[src/rtl/storage_wb_initiator_if.sv]
// rtl/storage_wb_initiator_if.sv - Wishbone bus between the block initiator and the two-strobe storage bridge
interface storage_wb_initiator_if;
  logic        wb_cyc_o;
  logic        wb_we_o;
  logic [1:0]  wb_stb_o;
  logic [31:0] wb_adr_o;
  logic [31:0] wb_dat_o;
  logic [3:0]  wb_sel_o;
  logic [1:0]  wb_ack_i;
  logic [31:0] wb_rw_dat_i;
  logic [31:0] wb_ro_dat_i;

  modport master (
    output wb_cyc_o, wb_we_o, wb_stb_o, wb_adr_o, wb_dat_o, wb_sel_o,
    input  wb_ack_i, wb_rw_dat_i, wb_ro_dat_i
  );

  modport slave (
    input  wb_cyc_o, wb_we_o, wb_stb_o, wb_adr_o, wb_dat_o, wb_sel_o,
    output wb_ack_i, wb_rw_dat_i, wb_ro_dat_i
  );
endinterface

[src/rtl/storage_wb_initiator.sv]
// rtl/storage_wb_initiator.sv - block FILL/COPY/CHECKSUM engine issuing single-word classic Wishbone transfers
// CHECKSUM (op 2) and its accumulator exist only with STORAGE_INIT_CHECKSUM_EN defined.
module storage_wb_initiator #(
  parameter int         TIMEOUT_CYCLES = 255,
  parameter logic [7:0] RO_BLOCK       = 8'h20
) (
  input  logic                  wb_clk_i,
  input  logic                  wb_rst_ni,
  input  logic                  cmd_valid_i,
  output logic                  cmd_ready_o,
  input  logic [1:0]            cmd_op_i,
  input  logic [31:0]           cmd_src_i,
  input  logic [31:0]           cmd_dst_i,
  input  logic [9:0]            cmd_len_i,
  input  logic [31:0]           cmd_pattern_i,
  output logic                  busy_o,
  output logic                  done_o,
  output logic                  err_o,
  output logic [31:0]           result_o,
  storage_wb_initiator_if.master wb
);

  localparam logic [1:0] OP_FILL = 2'd0;
  localparam logic [1:0] OP_COPY = 2'd1;
  localparam logic [1:0] OP_CSUM = 2'd2;
  localparam logic [7:0] TMO_LAST = 8'(TIMEOUT_CYCLES - 1);
`ifdef STORAGE_INIT_CHECKSUM_EN
  localparam bit CSUM_EN = 1'b1;
`else
  localparam bit CSUM_EN = 1'b0;
`endif

  typedef enum logic [2:0] {IDLE, CHECK, RD, WR, GAP, FIN} state_t;

  state_t      state, state_nx;
  logic        armed, err_q, last_rd;
  logic [1:0]  op_q;
  logic [31:0] src_q, dst_q, wdata_q;
  logic [9:0]  len_q, cnt_q;
  logic [7:0]  tmo_q;
`ifdef STORAGE_INIT_CHECKSUM_EN
  logic [31:0] acc_q;
`endif

  logic        accept, reject, writes, reads, strobe, cur_ro, ack_hit, tmo_hit;
  logic [31:0] cur_adr, rd_data;

  // Each port only decodes part of the word index, so its window is 512 (R/W) or 256 (RO) words.
  function automatic logic win_over(input logic [31:0] adr, input logic [9:0] len);
    if (adr[23:16] == RO_BLOCK)
      return ({3'b0, adr[9:2]} + {1'b0, len}) > 11'd256;
    return ({2'b0, adr[10:2]} + {1'b0, len}) > 11'd512;
  endfunction

  assign cmd_ready_o = armed && (state == IDLE);
  assign accept      = cmd_valid_i && cmd_ready_o;
  assign busy_o      = (state != IDLE);
  assign done_o      = (state == FIN);
  assign err_o       = err_q;
`ifdef STORAGE_INIT_CHECKSUM_EN
  assign result_o    = (op_q == OP_CSUM) ? acc_q : {22'b0, cnt_q};
`else
  assign result_o    = {22'b0, cnt_q};
`endif

  assign writes  = (op_q == OP_FILL) || (op_q == OP_COPY);
  assign reads   = (op_q == OP_COPY) || (op_q == OP_CSUM);
  assign reject  = (len_q == 10'd0) || (len_q > 10'd512) ||
                   (src_q[1:0] != 2'b00) || (dst_q[1:0] != 2'b00) ||
                   (op_q == 2'd3) || ((op_q == OP_CSUM) && !CSUM_EN) ||
                   (writes && ((dst_q[23:16] == RO_BLOCK) || win_over(dst_q, len_q))) ||
                   (reads && win_over(src_q, len_q));

  assign strobe  = (state == RD) || (state == WR);
  assign cur_adr = (state == WR) ? dst_q : src_q;
  assign cur_ro  = (cur_adr[23:16] == RO_BLOCK);
  assign ack_hit = cur_ro ? wb.wb_ack_i[1] : wb.wb_ack_i[0];
  assign rd_data = cur_ro ? wb.wb_ro_dat_i : wb.wb_rw_dat_i;
  assign tmo_hit = (tmo_q == TMO_LAST);

  always_comb begin
    state_nx    = state;
    wb.wb_cyc_o = strobe || (state == GAP);
    wb.wb_stb_o = 2'b00;
    wb.wb_adr_o = 32'h0;
    wb.wb_we_o  = 1'b0;
    wb.wb_dat_o = 32'h0;
    wb.wb_sel_o = 4'h0;
    if (strobe) begin
      wb.wb_stb_o = cur_ro ? 2'b10 : 2'b01;
      wb.wb_adr_o = cur_adr;
    end
    if (state == WR) begin
      wb.wb_we_o  = 1'b1;
      wb.wb_dat_o = wdata_q;
      wb.wb_sel_o = 4'hF;
    end
    case (state)
      IDLE:    if (accept) state_nx = CHECK;
      CHECK:   state_nx = reject ? FIN : ((op_q == OP_FILL) ? WR : RD);
      RD, WR: begin
        if (ack_hit)      state_nx = GAP;
        else if (tmo_hit) state_nx = FIN;
      end
      // A COPY read is always followed by the write of the same word.
      GAP: begin
        if (last_rd && (op_q == OP_COPY)) state_nx = WR;
        else if (cnt_q == len_q)          state_nx = FIN;
        else if (op_q == OP_FILL)         state_nx = WR;
        else                              state_nx = RD;
      end
      FIN:     state_nx = IDLE;
      default: state_nx = IDLE;
    endcase
  end

  always_ff @(posedge wb_clk_i or negedge wb_rst_ni) begin
    if (!wb_rst_ni) begin
      state   <= IDLE;
      armed   <= 1'b0;
      err_q   <= 1'b0;
      last_rd <= 1'b0;
      op_q    <= 2'd0;
      src_q   <= 32'h0;
      dst_q   <= 32'h0;
      wdata_q <= 32'h0;
      len_q   <= 10'd0;
      cnt_q   <= 10'd0;
      tmo_q   <= 8'd0;
`ifdef STORAGE_INIT_CHECKSUM_EN
      acc_q   <= 32'h0;
`endif
    end else begin
      state <= state_nx;
      armed <= 1'b1;
      case (state)
        IDLE: if (accept) begin
          op_q    <= cmd_op_i;
          src_q   <= cmd_src_i;
          dst_q   <= cmd_dst_i;
          len_q   <= cmd_len_i;
          wdata_q <= cmd_pattern_i;
          err_q   <= 1'b0;
          cnt_q   <= 10'd0;
`ifdef STORAGE_INIT_CHECKSUM_EN
          acc_q   <= 32'h0;
`endif
        end
        CHECK: begin
          tmo_q   <= 8'd0;
          last_rd <= 1'b0;
          if (reject) err_q <= 1'b1;
        end
        RD, WR: begin
          if (ack_hit) begin
            tmo_q   <= 8'd0;
            last_rd <= (state == RD);
            if (state == RD) begin
              src_q <= src_q + 32'd4;
              if (op_q == OP_COPY) wdata_q <= rd_data;
              else                 cnt_q   <= cnt_q + 10'd1;
`ifdef STORAGE_INIT_CHECKSUM_EN
              if (op_q == OP_CSUM) acc_q <= acc_q + rd_data;
`endif
            end else begin
              dst_q <= dst_q + 32'd4;
              cnt_q <= cnt_q + 10'd1;
            end
          end else if (tmo_hit) begin
            err_q <= 1'b1;
          end else begin
            tmo_q <= tmo_q + 8'd1;
          end
        end
        default: ;
      endcase
    end
  end

endmodule

[src/flat_wrapper.sv]
// flat-port wrapper written by rule: the top's interface ports become plain ports
module storage_wb_initiator_flat 
#(
  parameter int         TIMEOUT_CYCLES = 255,
  parameter logic [7:0] RO_BLOCK       = 8'h20
)
  (wb_clk_i, wb_rst_ni, cmd_valid_i, cmd_ready_o, cmd_op_i, cmd_src_i, cmd_dst_i, cmd_len_i, cmd_pattern_i, busy_o, done_o, err_o, result_o, wb_wb_cyc_o, wb_wb_we_o, wb_wb_stb_o, wb_wb_adr_o, wb_wb_dat_o, wb_wb_sel_o, wb_wb_ack_i, wb_wb_rw_dat_i, wb_wb_ro_dat_i);
  storage_wb_initiator_if wb_i ();
  input  logic wb_clk_i;
  input  logic wb_rst_ni;
  input  logic cmd_valid_i;
  output logic cmd_ready_o;
  input  logic [1:0] cmd_op_i;
  input  logic [31:0] cmd_src_i;
  input  logic [31:0] cmd_dst_i;
  input  logic [9:0] cmd_len_i;
  input  logic [31:0] cmd_pattern_i;
  output logic busy_o;
  output logic done_o;
  output logic err_o;
  output logic [31:0] result_o;
  output wire logic [$bits(wb_i.wb_cyc_o)-1:0] wb_wb_cyc_o;
  output wire logic [$bits(wb_i.wb_we_o)-1:0] wb_wb_we_o;
  output wire logic [$bits(wb_i.wb_stb_o)-1:0] wb_wb_stb_o;
  output wire logic [$bits(wb_i.wb_adr_o)-1:0] wb_wb_adr_o;
  output wire logic [$bits(wb_i.wb_dat_o)-1:0] wb_wb_dat_o;
  output wire logic [$bits(wb_i.wb_sel_o)-1:0] wb_wb_sel_o;
  input wire logic [$bits(wb_i.wb_ack_i)-1:0] wb_wb_ack_i;
  input wire logic [$bits(wb_i.wb_rw_dat_i)-1:0] wb_wb_rw_dat_i;
  input wire logic [$bits(wb_i.wb_ro_dat_i)-1:0] wb_wb_ro_dat_i;
  assign wb_wb_cyc_o = wb_i.wb_cyc_o;
  assign wb_wb_we_o = wb_i.wb_we_o;
  assign wb_wb_stb_o = wb_i.wb_stb_o;
  assign wb_wb_adr_o = wb_i.wb_adr_o;
  assign wb_wb_dat_o = wb_i.wb_dat_o;
  assign wb_wb_sel_o = wb_i.wb_sel_o;
  assign wb_i.wb_ack_i = wb_wb_ack_i;
  assign wb_i.wb_rw_dat_i = wb_wb_rw_dat_i;
  assign wb_i.wb_ro_dat_i = wb_wb_ro_dat_i;
  storage_wb_initiator #(.TIMEOUT_CYCLES(TIMEOUT_CYCLES), .RO_BLOCK(RO_BLOCK)) u_core (.wb_clk_i(wb_clk_i), .wb_rst_ni(wb_rst_ni), .cmd_valid_i(cmd_valid_i), .cmd_ready_o(cmd_ready_o), .cmd_op_i(cmd_op_i), .cmd_src_i(cmd_src_i), .cmd_dst_i(cmd_dst_i), .cmd_len_i(cmd_len_i), .cmd_pattern_i(cmd_pattern_i), .busy_o(busy_o), .done_o(done_o), .err_o(err_o), .result_o(result_o), .wb(wb_i));
endmodule
[config.mk]
export PLATFORM = sky130hd
export DESIGN_NAME = storage_wb_initiator_flat
export DESIGN_NICKNAME = d
export VERILOG_FILES = /design/src/rtl/storage_wb_initiator_if.sv /design/src/rtl/storage_wb_initiator.sv /design/src/flat_wrapper.sv
export SDC_FILE = /design/constraint.sdc
export NUM_CORES = 1
export LEC_CHECK = 0
export ABC_AREA = 0
export BUFFER_PORTS_ARGS = -buffer_cell sky130_fd_sc_hd__clkbuf_2
export CORE_MARGIN = 1.5
export CORE_UTILIZATION = 45
export DETAILED_ROUTE_END_ITERATION = 10
export PLACE_DENSITY = 0.69
export SETUP_SLACK_MARGIN = 0.3
export SYNTH_ARGS = -nofsm -noshare
export SYNTH_HDL_FRONTEND = slang
export SYNTH_SLANG_ARGS = --single-unit
[constraint.sdc]
create_clock -name wb_clk_i -period 3.6 [get_ports wb_clk_i]
set_clock_uncertainty 0.15 [all_clocks]
set_input_delay 0.72 -clock wb_clk_i [delete_from_list [all_inputs] [get_ports wb_clk_i]]
set_output_delay 0.72 -clock wb_clk_i [all_outputs]
set_load 0.005 [all_outputs]
==> metrics.md <==
| Metric | Value |
|---|---|
| Core Footprint | 20,960 sq um |
| Worst Setup End Kind | output port |
| Die height | 148.8 um |
| Total iterations of the first detailed-routing run | 5 |
| M1 WL | 12,650 um |
| Worst r2r path cells | 11 |
| Number of synthesized flops with an enable pin | 0 |
| Antenna viol nets, final | 0 |
| Fillers | ~2,000 |
| Clock Latency Late Sink | 0.43 ns |
| IO Port Bufs | 262 |
| Initial antenna violation count | 0 |
| Layout Utilization | 0.5578 |
| Worst R2R Start | u_core.len_q[0] |
| Final period util | 0.8701 |
| Initial DRC count | approximately 740 |
| Worst vdd ir | 0.4294 mV |
| Crit Path Category | reg2out |
| Achievable Freq | roughly 0.32 GHz |
| HP Class | in2async |
| CP Launch Point | u_core.src_q[17] |
| DRC | 0 |
| Syn. warnings | 0 |
| Relative slew margins | 0.5123 |
| Vias in the first global route | roughly 8,400 |
| Layout cells sized above 1 | 0.2890 |
| Flop2flop setup slack | 0.52 ns |
| Routed wire length | 27,750 um |
| Worst Path Required | 2.73 ns |
| Largest net degree at the start of global routing | 117 |
| Leakage Power | between 5 and 6 nW |
| # rows | between 50 and 60 |
| Grt ovf | 0 |
| Post-CTS Hold Buffers | 0 |
| Reg clk slew, reported paths | 0.06 ns |
| Run status | completed |
| Hold_ws | 0.1986 ns |
| Most frequent cells in the layout | clkbuf_2, nand2_1, dfrtp_1 |
| Commonest non-fill, non-tap cell in the layout | clkbuf_2 |
| Worst r2r dst | u_core.state[0] |
| CTS Sinks | 132 |
| Pwr Density | slightly above 800 nW/um^2 |
| H-tree levels | 4 |
| CTS Buf Count | 17 |
| Min Clock Period, post-route | 3.132 ns |
| Synth Flop Type | dfrtp_1 |
| Post-Synthesis Cells | 1,140 |
| N_diodes | 0 |
| Setup TNS | 0 ns |
| Root Buffer | clkbuf_16 |
| #FFs+latches synth | between 100 and 150 |
| RSZ-0062 raised after global routing | false |
| Die ar. | 22,130 sq um |
| WL per Instance | between 15 and 20 um |
| Post-DP HPWL | 20,230 um |
| Final worst slack | 0.4677 ns |
| Critical path arrival | 2.26 ns |
| Met2 routed WL | 12,730 um |
| DP Worst Slack | 0.2016 ns |
| Highest metal used | met4 |
| Met3 Wirelength | 1958 um |
| Final #Nets | ~1,600 |
| Maxcap violations | 0 |
| Area of the multi-input gates | 5791 sq um |
| Global-route wire length before repair | 43,790 um |
| Initial cell density of the core | 0.4563 |
| Post-Syn Area | 9562 sq um |
| Vias per cell | 5.610 |
| Vias | around 9,300 |
| Clock buffer depth | 2 |
| Total power | approximately 9.5 mW |
| Asr flop ratio synth | 1.000 |
| CP Launch Type | flip-flop |
| Total GRT Usage | 0.2507 |
| Worst-margin pin slew | 0.7315 ns |
| P&R area growth vs syn | 22.25% |
| Register area share after synthesis | 0.3455 |
| Slew Limit Fails | 0 |
| Setup violations, final | 0 |
| Die span in x | 148.8 um |
| Ports | around 290 |
| CTS tree | built |
| Critical Path End | wb_wb_stb_o[0] |
| Seq. cell area | 3308 sq um |
| Post-Syn Area per Cell | 8.387 sq um |
| Netlist cell types | 69 |
| Critical-path maximum fanout | 9 |
| Routability cong. | 0.9086 |
| Hold Vio Cnt, Final | 0 |
[layer usage]
layer,track usage,up-vias
li1,-,4503
met1,0.3558,4395
met2,0.3914,368
met3,0.04587,41
met4,0.07079,0
met5,0,-
[critical path, stage by stage (launching register included)]
cell and delay, ns:
dfrtp_1 0.46, nor4b_1 0.46, and3_1 0.30, or2_4 0.25, buf_4 0.19, nor2_1 0.05
clkbuf_2 0.13
[how the worst min path moves through the flow]
stage	startpoint	endpoint	slack (ns)
2_1_floorplan	wb_rst_ni	u_core.armed	0.27
3_5_place_dp	u_core.src_q[0]	u_core.src_q[0]	0.33
6_report	wb_rst_ni	u_core.wdata_q[28]	0.20
5_1_grt	wb_rst_ni	u_core.dst_q[31]	0.25
3_3_place_gp	u_core.src_q[0]	u_core.src_q[0]	0.33
4_1_cts	wb_rst_ni	u_core.wdata_q[27]	0.22
[cells by family (layout without fill, tap and decap cells)]
kind of cell,count (synthesis),count (layout),share of synthesized area
flip-flops,132,132,0.3455
other,2,23,0.0007854
AND/OR/NAND/NOR,429,429,0.2155
adder cells (fa/ha/maj),29,29,0.03952
buffers and inverters,124,347,0.06438
multiplexers,101,101,0.1099
AO/OA/AOI/OAI,291,291,0.1951
XOR/XNOR,32,32,0.02931
[cell usage after synthesis (all sizes together), types with 9 or more instances]
cell	count	area share
nor2	107	0.044
o21ai	95	0.050
nand3	46	0.024
and2	40	0.026
o22ai	20	0.013
nor3	14	0.0073
mux2i	69	0.072
a31oi	11	0.0072
mux2	32	0.038
nand2	141	0.055
a21oi	78	0.043
dfrtp	132	0.35
inv	27	0.011
nor4	11	0.0085
a21o	9	0.0071
ha	27	0.035
nand4	20	0.013
clkbuf	37	0.015
xor2	23	0.021
and3	14	0.0092
xnor2	9	0.0082
a2bb2oi	22	0.027
buf	60	0.039
[sequential cells by signal, indices dropped and copies added (netlist names)]
name            count
u_core.len_q       10
u_core.op_q         2
u_core.cnt_q       10
u_core.wdata_q     32
u_core.state        3
u_core.src_q       32
u_core.armed        1
u_core.dst_q       32
u_core.err_o        1
u_core.tmo_q        8
u_core.last_rd      1
[cell type report]
cell class | instances | area share
Clock buffer | 24 | 0.04378
Clock inverter | 8 | 0.004175
Inverter | 27 | 0.008671
Multi-Input combinational cell | 905 | 0.4954
Sequential cell | 132 | 0.2830
Tap cell | 275 | 0.02944
Timing Repair Buffer | 288 | 0.1355
[power breakdown]
group,switching (mW),internal [mW],leakage (nW),total [mW]
combinational,2.70,2.24,3.66,4.94
clock,0.661,0.984,0.278,1.64
sequential,0.814,2.14,1.58,2.95
[per-stage QoR]
stage,cells,cell area [sq um]
6_report,1659,11690
5_1_grt,1659,11690
4_1_cts,1656,11630
3_5_place_dp,1624,11060
3_3_place_gp,1624,11060
2_1_floorplan,1161,9641
[repair_timing]
item	CTS	global route
resized for setup	1	11
pin swaps	0	1
endpoints found under the setup margin	4	12
buffers inserted	0	3
Note: power is estimated with default switching activity, not from simulation.
